<file path="config.mk">
export PLATFORM = sky130hd
export DESIGN_NAME = cb_rd_sched_flat
export DESIGN_NICKNAME = d
export VERILOG_FILES = /design/src/rtl/cb_rd_sched_if.sv /design/src/rtl/cb_rd_sched.sv /design/src/flat_wrapper.sv
export SDC_FILE = /design/constraint.sdc
export NUM_CORES = 1
export LEC_CHECK = 0
export CAP_MARGIN = 20
export CORE_ASPECT_RATIO = 1.25
export CORE_MARGIN = 2
export CORE_UTILIZATION = 40
export CTS_BUF_LIST = sky130_fd_sc_hd__clkbuf_4 sky130_fd_sc_hd__clkbuf_8
export DETAILED_ROUTE_END_ITERATION = 7
export GPL_ROUTABILITY_DRIVEN = 0
export MAX_ROUTING_LAYER = met4
export PLACE_DENSITY = 0.73
export SLEW_MARGIN = 10
export SYNTH_ARGS = -nofsm -noshare
export SYNTH_HDL_FRONTEND = slang
export SYNTH_SLANG_ARGS = --single-unit
</file>
<file path="constraint.sdc">
create_clock -name clk -period 5.4 [get_ports clk]
set_input_delay 1.62 -clock clk [delete_from_list [all_inputs] [get_ports clk]]
set_output_delay 1.62 -clock clk [all_outputs]
set_load 0.005 [all_outputs]
</file>
<file path="src/rtl/cb_rd_sched_if.sv">
// cb_rd_sched_if
//   Request-side bundle between the stage FSMs (master) and the CB port-A
//   read scheduler (slave). One lane per requester, fields packed by lane.
//   req_valid  : burst request, held until req_ready
//   req_ready  : one-hot accept pulse (slave -> master)
//   req_dest   : 3 bits/lane mapper destination
//   req_dir    : 2 bits/lane direction
//   req_base   : CB_AW bits/lane first row address
//   req_len    : SEQ_CNT_DW bits/lane row count
//   req_l_k_0  : landmark LSB per lane
//   req_done   : one-hot pulse when the last mapped row reaches the mapper
interface cb_rd_sched_if #(
    parameter int unsigned NREQ       = 4,
    parameter int unsigned CB_AW      = 10,
    parameter int unsigned SEQ_CNT_DW = 10
);
    logic [NREQ-1:0]            req_valid;
    logic [NREQ-1:0]            req_ready;
    logic [NREQ*3-1:0]          req_dest;
    logic [NREQ*2-1:0]          req_dir;
    logic [NREQ*CB_AW-1:0]      req_base;
    logic [NREQ*SEQ_CNT_DW-1:0] req_len;
    logic [NREQ-1:0]            req_l_k_0;
    logic [NREQ-1:0]            req_done;

    modport master (
        output req_valid, req_dest, req_dir, req_base, req_len, req_l_k_0,
        input  req_ready, req_done
    );

    modport slave (
        input  req_valid, req_dest, req_dir, req_base, req_len, req_l_k_0,
        output req_ready, req_done
    );
endinterface

</file>
<file path="src/rtl/cb_rd_sched.sv">
// cb_rd_sched
//   Port-A read scheduler for the CB bank. Arbitrates four burst requesters,
//   issues one CB row read per cycle, and delays the mapper select fields by
//   the BRAM read latency so they line up with CB_douta.
// Ports
//   clk, sys_rst_n      : clock, asynchronous active-low reset
//   req_if (slave)      : requester bundle (valid/ready/fields/done)
//   CB_ena, CB_addra    : CB port-A read enable / address
//   CB_douta_sel        : {dest,dir} aligned to CB_douta, 0 when no valid row
//   l_k_0               : landmark LSB aligned to CB_douta
//   seq_cnt_dout_sel    : row index within burst, aligned to CB_douta
//   busy                : FSM not idle or select pipe holds a row
//   err_dest            : sticky, illegal dest accepted (reset clears)
// Configuration
//   CB_RD_SCHED_RR_EN   : defined -> round-robin arbitration,
//                         undefined -> fixed priority (req 0 highest)
module cb_rd_sched #(
    parameter int unsigned NREQ            = 4,
    parameter int unsigned CB_AW           = 10,
    parameter int unsigned SEQ_CNT_DW      = 10,
    parameter int unsigned CB_DOUTA_SEL_DW = 5,
    parameter int unsigned RD_LAT          = 1
) (
    input  logic                       clk,
    input  logic                       sys_rst_n,
    cb_rd_sched_if.slave               req_if,
    output logic                       CB_ena,
    output logic [CB_AW-1:0]           CB_addra,
    output logic [CB_DOUTA_SEL_DW-1:0] CB_douta_sel,
    output logic                       l_k_0,
    output logic [SEQ_CNT_DW-1:0]      seq_cnt_dout_sel,
    output logic                       busy,
    output logic                       err_dest
);
    localparam logic [2:0] DEST_TBA = 3'b100;
    localparam logic [1:0] DIR_NEW  = 2'b11;

    typedef enum logic [1:0] {IDLE, GRANT, BURST, DRAIN} state_t;

    typedef struct packed {
        logic                  vld;
        logic                  last;
        logic [1:0]            id;
        logic [2:0]            dest;
        logic [1:0]            dir;
        logic                  lk;
        logic [SEQ_CNT_DW-1:0] k;
    } pipe_t;

    state_t                state_q, state_d;
    logic [1:0]            gnt_q, gnt_d;
    logic [2:0]            dest_q, dest_d;
    logic [1:0]            dir_q, dir_d;
    logic                  lk_q, lk_d;
    logic [SEQ_CNT_DW-1:0] len_q, len_d;
    logic [SEQ_CNT_DW-1:0] k_q, k_d;
    logic [CB_AW-1:0]      addr_q, addr_d;
    logic                  err_q, err_d;
    logic [NREQ-1:0]       done_nr_q, done_nr_d;
    pipe_t                 pipe_q [RD_LAT];
    pipe_t                 pipe_in, pipe_out;
`ifdef CB_RD_SCHED_RR_EN
    logic [1:0]            rr_q, rr_d;
    logic [1:0]            rr_idx;
`endif

    logic                  win_any;
    logic [1:0]            win_idx;
    logic [NREQ-1:0]       ready_c;
    logic [NREQ-1:0]       done_pipe;
    logic                  pipe_any;
    logic [2:0]            in_dest;
    logic [1:0]            in_dir;
    logic [CB_AW-1:0]      in_base;
    logic [SEQ_CNT_DW-1:0] in_len;
    logic                  in_lk;
    logic [SEQ_CNT_DW-1:0] eff_len;
    logic                  illegal;

    // Arbitration
    always_comb begin
        win_any = 1'b0;
        win_idx = '0;
`ifdef CB_RD_SCHED_RR_EN
        rr_idx  = '0;
        for (int unsigned i = 0; i < NREQ; i++) begin
            rr_idx = rr_q + 2'(i);
            if (!win_any && req_if.req_valid[rr_idx]) begin
                win_any = 1'b1;
                win_idx = rr_idx;
            end
        end
`else
        for (int unsigned i = 0; i < NREQ; i++) begin
            if (!win_any && req_if.req_valid[i]) begin
                win_any = 1'b1;
                win_idx = 2'(i);
            end
        end
`endif
    end

    // Next state
    always_comb begin
        state_d   = state_q;
        gnt_d     = gnt_q;
        dest_d    = dest_q;
        dir_d     = dir_q;
        lk_d      = lk_q;
        len_d     = len_q;
        k_d       = k_q;
        addr_d    = addr_q;
        err_d     = err_q;
        done_nr_d = '0;
        ready_c   = '0;
        pipe_in   = '0;
`ifdef CB_RD_SCHED_RR_EN
        rr_d      = rr_q;
`endif
        in_dest = req_if.req_dest[gnt_q*3 +: 3];
        in_dir  = req_if.req_dir[gnt_q*2 +: 2];
        in_base = req_if.req_base[gnt_q*CB_AW +: CB_AW];
        in_len  = req_if.req_len[gnt_q*SEQ_CNT_DW +: SEQ_CNT_DW];
        in_lk   = req_if.req_l_k_0[gnt_q];
        eff_len = ((in_dest == DEST_TBA) && (in_dir == DIR_NEW)) ? SEQ_CNT_DW'(5) : in_len;
        illegal = (in_dest == 3'b000) || (in_dest[2:1] == 2'b11);

        case (state_q)
            IDLE: begin
                if (win_any) begin
                    state_d = GRANT;
                    gnt_d   = win_idx;
                end
            end
            GRANT: begin
                // Winner withdrew before being accepted: drop it silently.
                if (req_if.req_valid[gnt_q]) begin
                    ready_c[gnt_q] = 1'b1;
                    dest_d = in_dest;
                    dir_d  = in_dir;
                    lk_d   = in_lk;
                    len_d  = eff_len;
                    addr_d = in_base;
                    k_d    = '0;
`ifdef CB_RD_SCHED_RR_EN
                    rr_d   = gnt_q + 2'd1;
`endif
                    if (illegal || (eff_len == '0)) begin
                        // No rows to map: completion is signalled directly.
                        done_nr_d[gnt_q] = 1'b1;
                        err_d   = err_q | illegal;
                        state_d = IDLE;
                    end else begin
                        state_d = BURST;
                    end
                end else begin
                    state_d = IDLE;
                end
            end
            BURST: begin
                pipe_in.vld  = 1'b1;
                pipe_in.last = (k_q == len_q - SEQ_CNT_DW'(1));
                pipe_in.id   = gnt_q;
                pipe_in.dest = dest_q;
                pipe_in.dir  = dir_q;
                pipe_in.lk   = lk_q;
                pipe_in.k    = k_q;
                addr_d = addr_q + CB_AW'(1);
                if (pipe_in.last) begin
                    k_d     = '0;
                    state_d = DRAIN;
                end else begin
                    k_d = k_q + SEQ_CNT_DW'(1);
                end
            end
            DRAIN: begin
                // The final drain cycle carries req_done and doubles as the
                // arbitration slot so the next grant follows immediately.
                if (k_q == SEQ_CNT_DW'(RD_LAT - 1)) begin
                    k_d = '0;
                    if (win_any) begin
                        state_d = GRANT;
                        gnt_d   = win_idx;
                    end else begin
                        state_d = IDLE;
                    end
                end else begin
                    k_d = k_q + SEQ_CNT_DW'(1);
                end
            end
            default: state_d = IDLE;
        endcase
    end

    always_ff @(posedge clk or negedge sys_rst_n) begin
        if (!sys_rst_n) begin
            state_q   <= IDLE;
            gnt_q     <= '0;
            dest_q    <= '0;
            dir_q     <= '0;
            lk_q      <= 1'b0;
            len_q     <= '0;
            k_q       <= '0;
            addr_q    <= '0;
            err_q     <= 1'b0;
            done_nr_q <= '0;
`ifdef CB_RD_SCHED_RR_EN
            rr_q      <= '0;
`endif
            for (int unsigned i = 0; i < RD_LAT; i++) begin
                pipe_q[i] <= '0;
            end
        end else begin
            state_q   <= state_d;
            gnt_q     <= gnt_d;
            dest_q    <= dest_d;
            dir_q     <= dir_d;
            lk_q      <= lk_d;
            len_q     <= len_d;
            k_q       <= k_d;
            addr_q    <= addr_d;
            err_q     <= err_d;
            done_nr_q <= done_nr_d;
`ifdef CB_RD_SCHED_RR_EN
            rr_q      <= rr_d;
`endif
            pipe_q[0] <= pipe_in;
            for (int unsigned i = 1; i < RD_LAT; i++) begin
                pipe_q[i] <= pipe_q[i-1];
            end
        end
    end

    // Outputs
    assign pipe_out = pipe_q[RD_LAT-1];

    always_comb begin
        pipe_any = 1'b0;
        for (int unsigned i = 0; i < RD_LAT; i++) begin
            pipe_any = pipe_any | pipe_q[i].vld;
        end
    end

    always_comb begin
        CB_ena           = (state_q == BURST);
        CB_addra         = CB_ena ? addr_q : '0;
        CB_douta_sel     = '0;
        l_k_0            = 1'b0;
        seq_cnt_dout_sel = '0;
        done_pipe        = '0;
        if (pipe_out.vld) begin
            CB_douta_sel     = CB_DOUTA_SEL_DW'({pipe_out.dest, pipe_out.dir});
            l_k_0            = pipe_out.lk;
            seq_cnt_dout_sel = pipe_out.k;
            if (pipe_out.last) begin
                done_pipe[pipe_out.id] = 1'b1;
            end
        end
    end

    assign busy             = (state_q != IDLE) || pipe_any;
    assign err_dest         = err_q;
    assign req_if.req_ready = ready_c;
    assign req_if.req_done  = done_nr_q | done_pipe;
endmodule

</file>
<file path="src/flat_wrapper.sv">
// flat-port wrapper written by rule: the top's interface ports become plain ports
module cb_rd_sched_flat 
#(
    parameter int unsigned NREQ            = 4,
    parameter int unsigned CB_AW           = 10,
    parameter int unsigned SEQ_CNT_DW      = 10,
    parameter int unsigned CB_DOUTA_SEL_DW = 5,
    parameter int unsigned RD_LAT          = 1
)
  (clk, sys_rst_n, CB_ena, CB_addra, CB_douta_sel, l_k_0, seq_cnt_dout_sel, busy, err_dest, req_if_req_valid, req_if_req_dest, req_if_req_dir, req_if_req_base, req_if_req_len, req_if_req_l_k_0, req_if_req_ready, req_if_req_done);
  cb_rd_sched_if #(.NREQ(NREQ), .CB_AW(CB_AW), .SEQ_CNT_DW(SEQ_CNT_DW)) req_if_i ();
  input  logic clk;
  input  logic sys_rst_n;
  output logic CB_ena;
  output logic [CB_AW-1:0] CB_addra;
  output logic [CB_DOUTA_SEL_DW-1:0] CB_douta_sel;
  output logic l_k_0;
  output logic [SEQ_CNT_DW-1:0] seq_cnt_dout_sel;
  output logic busy;
  output logic err_dest;
  input wire logic [$bits(req_if_i.req_valid)-1:0] req_if_req_valid;
  input wire logic [$bits(req_if_i.req_dest)-1:0] req_if_req_dest;
  input wire logic [$bits(req_if_i.req_dir)-1:0] req_if_req_dir;
  input wire logic [$bits(req_if_i.req_base)-1:0] req_if_req_base;
  input wire logic [$bits(req_if_i.req_len)-1:0] req_if_req_len;
  input wire logic [$bits(req_if_i.req_l_k_0)-1:0] req_if_req_l_k_0;
  output wire logic [$bits(req_if_i.req_ready)-1:0] req_if_req_ready;
  output wire logic [$bits(req_if_i.req_done)-1:0] req_if_req_done;
  assign req_if_i.req_valid = req_if_req_valid;
  assign req_if_i.req_dest = req_if_req_dest;
  assign req_if_i.req_dir = req_if_req_dir;
  assign req_if_i.req_base = req_if_req_base;
  assign req_if_i.req_len = req_if_req_len;
  assign req_if_i.req_l_k_0 = req_if_req_l_k_0;
  assign req_if_req_ready = req_if_i.req_ready;
  assign req_if_req_done = req_if_i.req_done;
  cb_rd_sched #(.NREQ(NREQ), .CB_AW(CB_AW), .SEQ_CNT_DW(SEQ_CNT_DW), .CB_DOUTA_SEL_DW(CB_DOUTA_SEL_DW), .RD_LAT(RD_LAT)) u_core (.clk(clk), .sys_rst_n(sys_rst_n), .req_if(req_if_i), .CB_ena(CB_ena), .CB_addra(CB_addra), .CB_douta_sel(CB_douta_sel), .l_k_0(l_k_0), .seq_cnt_dout_sel(seq_cnt_dout_sel), .busy(busy), .err_dest(err_dest));
endmodule
</file>
==> impl_results.md <==
* Crit path arrival time at approximately 3.6 ns
* Max-capacitance violation count at 0
* Layout area overhead at 44.6%
* Critical-path maximum fanout at 4
* CTS H-tree depth at 3
* Layout cell share with drive strength beyond 1 at 0.112
* Clock network latency to the later pin of the worst-skew pair at about 0.35 ns
* Vias at about 3500
* DRC at 0
* Cell types with the highest counts after synthesis: dfrtp_1 (65), nand2_1 (46), and2_1 (38)
* Non-filler instance count after layout at approximately 660
* Via density per instance at around 5.2
* Dominant synthesized flop cell: dfrtp_1
* Flop pwr share at 0.422
* Number of buffers created by CTS at 9
* Most frequent cell after synthesis: dfrtp_1
* Fin Hold WS at 0.472 ns
* WP data required at about 3.8 ns
* Highest achievable clock rate at 192 MHz
* Most area-consuming cells after synthesis: dfrtp_1 (41%), mux4_2 (15%), and2_1 (6.0%), nand2_1 (4.3%), nor2_1 (3.3%)
* Number of enable flip-flop cells after synthesis at 0
* Placed standard-cell area at approximately 0.0055 mm^2
* Gate family responsible for the most delay along the worst path: buffers and inverters
* Type of destination of the critical path: output port
* Static Leak at between 2 and 2.5 nW
* Width of the chip at about 93 um
* Clock Path Buffers at 2
* Startpoint kind of the worst setup timing path: input pin
* Slew Viols, Final at 0
* Effective utilization at floorplan at 0.413
* Chip Height at 116 um
* Slew at the pin closest to its max-slew limit at between 0.8 and 0.9 ns
* Number of warnings printed during yosys synthesis at 0
* Total negative setup slack at 0 ns
* Area of the mapped netlist at about 0.0040 mm^2
* List of cells traversed by the critical path: clkdlybuf4s50_1, mux4_2, nand2_1, or2_1, nor3b_1, clkdlybuf4s50_1
* Final clock period utilization by the worst path at 0.966
* Internal power at around 0.92 mW
* Most frequent cell on the critical path: clkdlybuf4s50_1
* Multiplexer share of the synthesized area at 0.162
* Global Route Usage Sum at 0.203
* Number of nets produced by synthesis at 510
* Worst clock skew at 0.00601 ns
* Adder-Cell Fraction of Synth Area at 0.0126
* Number of placement rows at 40
* Post-detailed-placement half-perimeter wirelength at a little over 8000 um
* Initial antenna violation count at 0
* Drt pass-1 iters at 4
* Clock transition at the registers of the reported paths at about 0.07 ns
* #FFs+latches synth at 65
* Via count of the first global-routing pass at about 3400
* Time the final worst path needs with I/O delays and setup at about 5.2 ns
* Total net switching power at about 0.24 mW
* Cell area after layout at ~0.0058 mm^2
* Ports at about 150
* Share of synthesized registers carrying an async set or reset at 1.00
* Total length of routed wires at 10400 um
* Placeable core region at 0.00966 mm^2
* Root buffer cell: clkbuf_8
* Run status: completed
* Post-Syn Area per Cell at ~10 um^2
* Antenna Diode Count at 0
* Peak ir drop on the vdd network at between 100 and 150 uV
* Fraction of post-synthesis cell area in the top cell type by area at 0.408
* Total power consumption of the routed design at 1.16 mW
* Count of buffers from port buffering at ~150
* Switching share of power at 0.208
* Setup repair after global routing missed its margin: no
* Clock power frac at 0.441
* Category of the critical setup timing path: in -> out
* Worst relative slew slack at 0.463
* Clock tree from TritonCTS: done
* Die Outline Area at roughly 0.011 mm^2
* Combined buffer and inverter count along the critical path at 2
* Final Net Count at around 650
* Total overflow reported by the global router at 0
* Delay of the slowest cell on the worst path at approximately 0.55 ns
* Iteration-0 DRC Markers at between 200 and 250
* Power density cells at 202 mW/mm^2
* Number of antenna-violating nets in the routed design at 0
* Netlist cell types at 54
* Power share of the combinational group at 0.138
* WL per Instance at approximately 16 um
* Slowest library cell on the worst path: clkdlybuf4s50_1
* Type of the tightest min-delay check: reg -> reg
* Number of hold-repair buffers added at the cts stage at 0
* Gate Count Post-Synth at between 300 and 400
* Total of cells resized after clock tree synthesis at 0
* Dominant combinational cell family by area after synthesis: simple AND/OR/NAND/NOR gates
* Proportion of synthesized chip area in sequential cells at 0.408
* Complex-gate fraction of the synthesized area at 0.119
* Simple-gate share of the synthesized area at 0.221
* Count of final hold-check violations at 0
* Count of clock tree sinks at between 60 and 70
* Post-Synth XOR/XNOR Area at 0.0286
* # placed instances at approximately 650
* Global-route wire length before repair at approximately 16000 um
* Buffer count from post-CTS setup fixing at 0
* Cell type contributing the most total cell area after synthesis: dfrtp_1
* # setup viols final at 0
* Pin count of the biggest net entering global routing at 37
-- placed cells by master, fill, tap and decap left out, types with 6 or more instances in the layout --
master and instances:
and2_1 38, nand3_1 14, nor2_1 35, a21oi_1 13, clkbuf_8 10, mux4_2 27, nand2_1 46, clkdlybuf4s50_1 145
a31oi_1 6, o21ai_0 15, a22o_1 7, dfrtp_1 64, inv_1 20, nor3_1 8, xnor2_1 9
-- worst register-to-register path, cell delays in order, from the launching register on --
cell and delay (ns):
dfrtp_2 0.37, buf_4 0.46, mux4_2 0.60, or4_1 0.52, nor3_1 0.25, a31oi_1 0.28, nor3_1 0.24
-- cell type report --
type	count	area [um^2]
Multi-Input combinational cell	285	2160
Timing Repair Buffer	151	1490
Clock inverter	5	103
Inverter	20	75.1
Sequential cell	65	1630
Clock buffer	11	145
Fill cell	810	3890
Tap cell	126	158
-- metrics by stage --
step | worst slack [ns] | util
final | 0.183 | 0.597
after global routing | 0.0858 | 0.597
after CTS | 0.185 | 0.597
after detailed placement | 0.188 | 0.571
after global placement | 0.223 | 0.571
after floorplan | 1.26 | -
-- power groups by stage --
stage          registers (mW)  clock network, mW  logic (mW)
6_report                0.490              0.512       0.160
5_1_grt                 0.490              0.536       0.171
4_1_cts                 0.490              0.518       0.162
3_5_place_dp            0.499                  0       0.162
3_3_place_gp            0.499                  0       0.159
2_1_floorplan           0.499                  0      0.0625
-- layer usage --
layer  up-vias  global-route usage  part of all wire  routed length [um]
met4         0              0.0912             0.023                 242
li1       1686                   -                 -                   -
met2       130               0.347              0.52                5430
met3        18              0.0377             0.054                 559
met1      1618               0.230              0.40                4150
met5         -                   -                 0                   0
-- worst paths after layout --
kind | from | endpoint | slack (ns) | depth (start not counted)
min in group asynchronous | sys_rst_n | u_core.len_q[0] | 1.30 | 1
max in group asynchronous | sys_rst_n | async pin | 3.21 | 2
worst min-delay path | u_core.dir_q[0] | u_core.dir_q[0] | 0.47 | 2
worst max register to register | u_core.gnt_q[0] | u_core.done_nr_q[2] | 2.59 | 6
worst max-delay path | req_if_req_valid[1] | req_if_req_ready[1] | 0.18 | 6
worst min register to register | u_core.dir_q[0] | u_core.dir_q[0] | 0.47 | 2
-- flip-flops by register name, indices dropped and copies added, names as in the netlist, named ones only --
name              flops
u_core.addr_q        10
u_core.dest_q         3
u_core.dir_q          2
u_core.done_nr_q      4
u_core.err_dest       1
u_core.gnt_q          2
u_core.k_q           10
u_core.len_q         10
u_core.lk_q           1
u_core.pipe_any       1
u_core.pipe_out      19
u_core.state_q        1
-- kinds of logic (layout without fill, tap and decap cells) --
group,count (synthesis),in the layout
xor gates and xnor gates,13,13
DFF,65,65
muxes,30,30
buffers and inverters,46,187
and+or+nand+nor,172,172
adders and majority gates,4,4
AOI/OAI and AO/OA,66,66
Note: power is estimated with default switching activity, not from simulation.
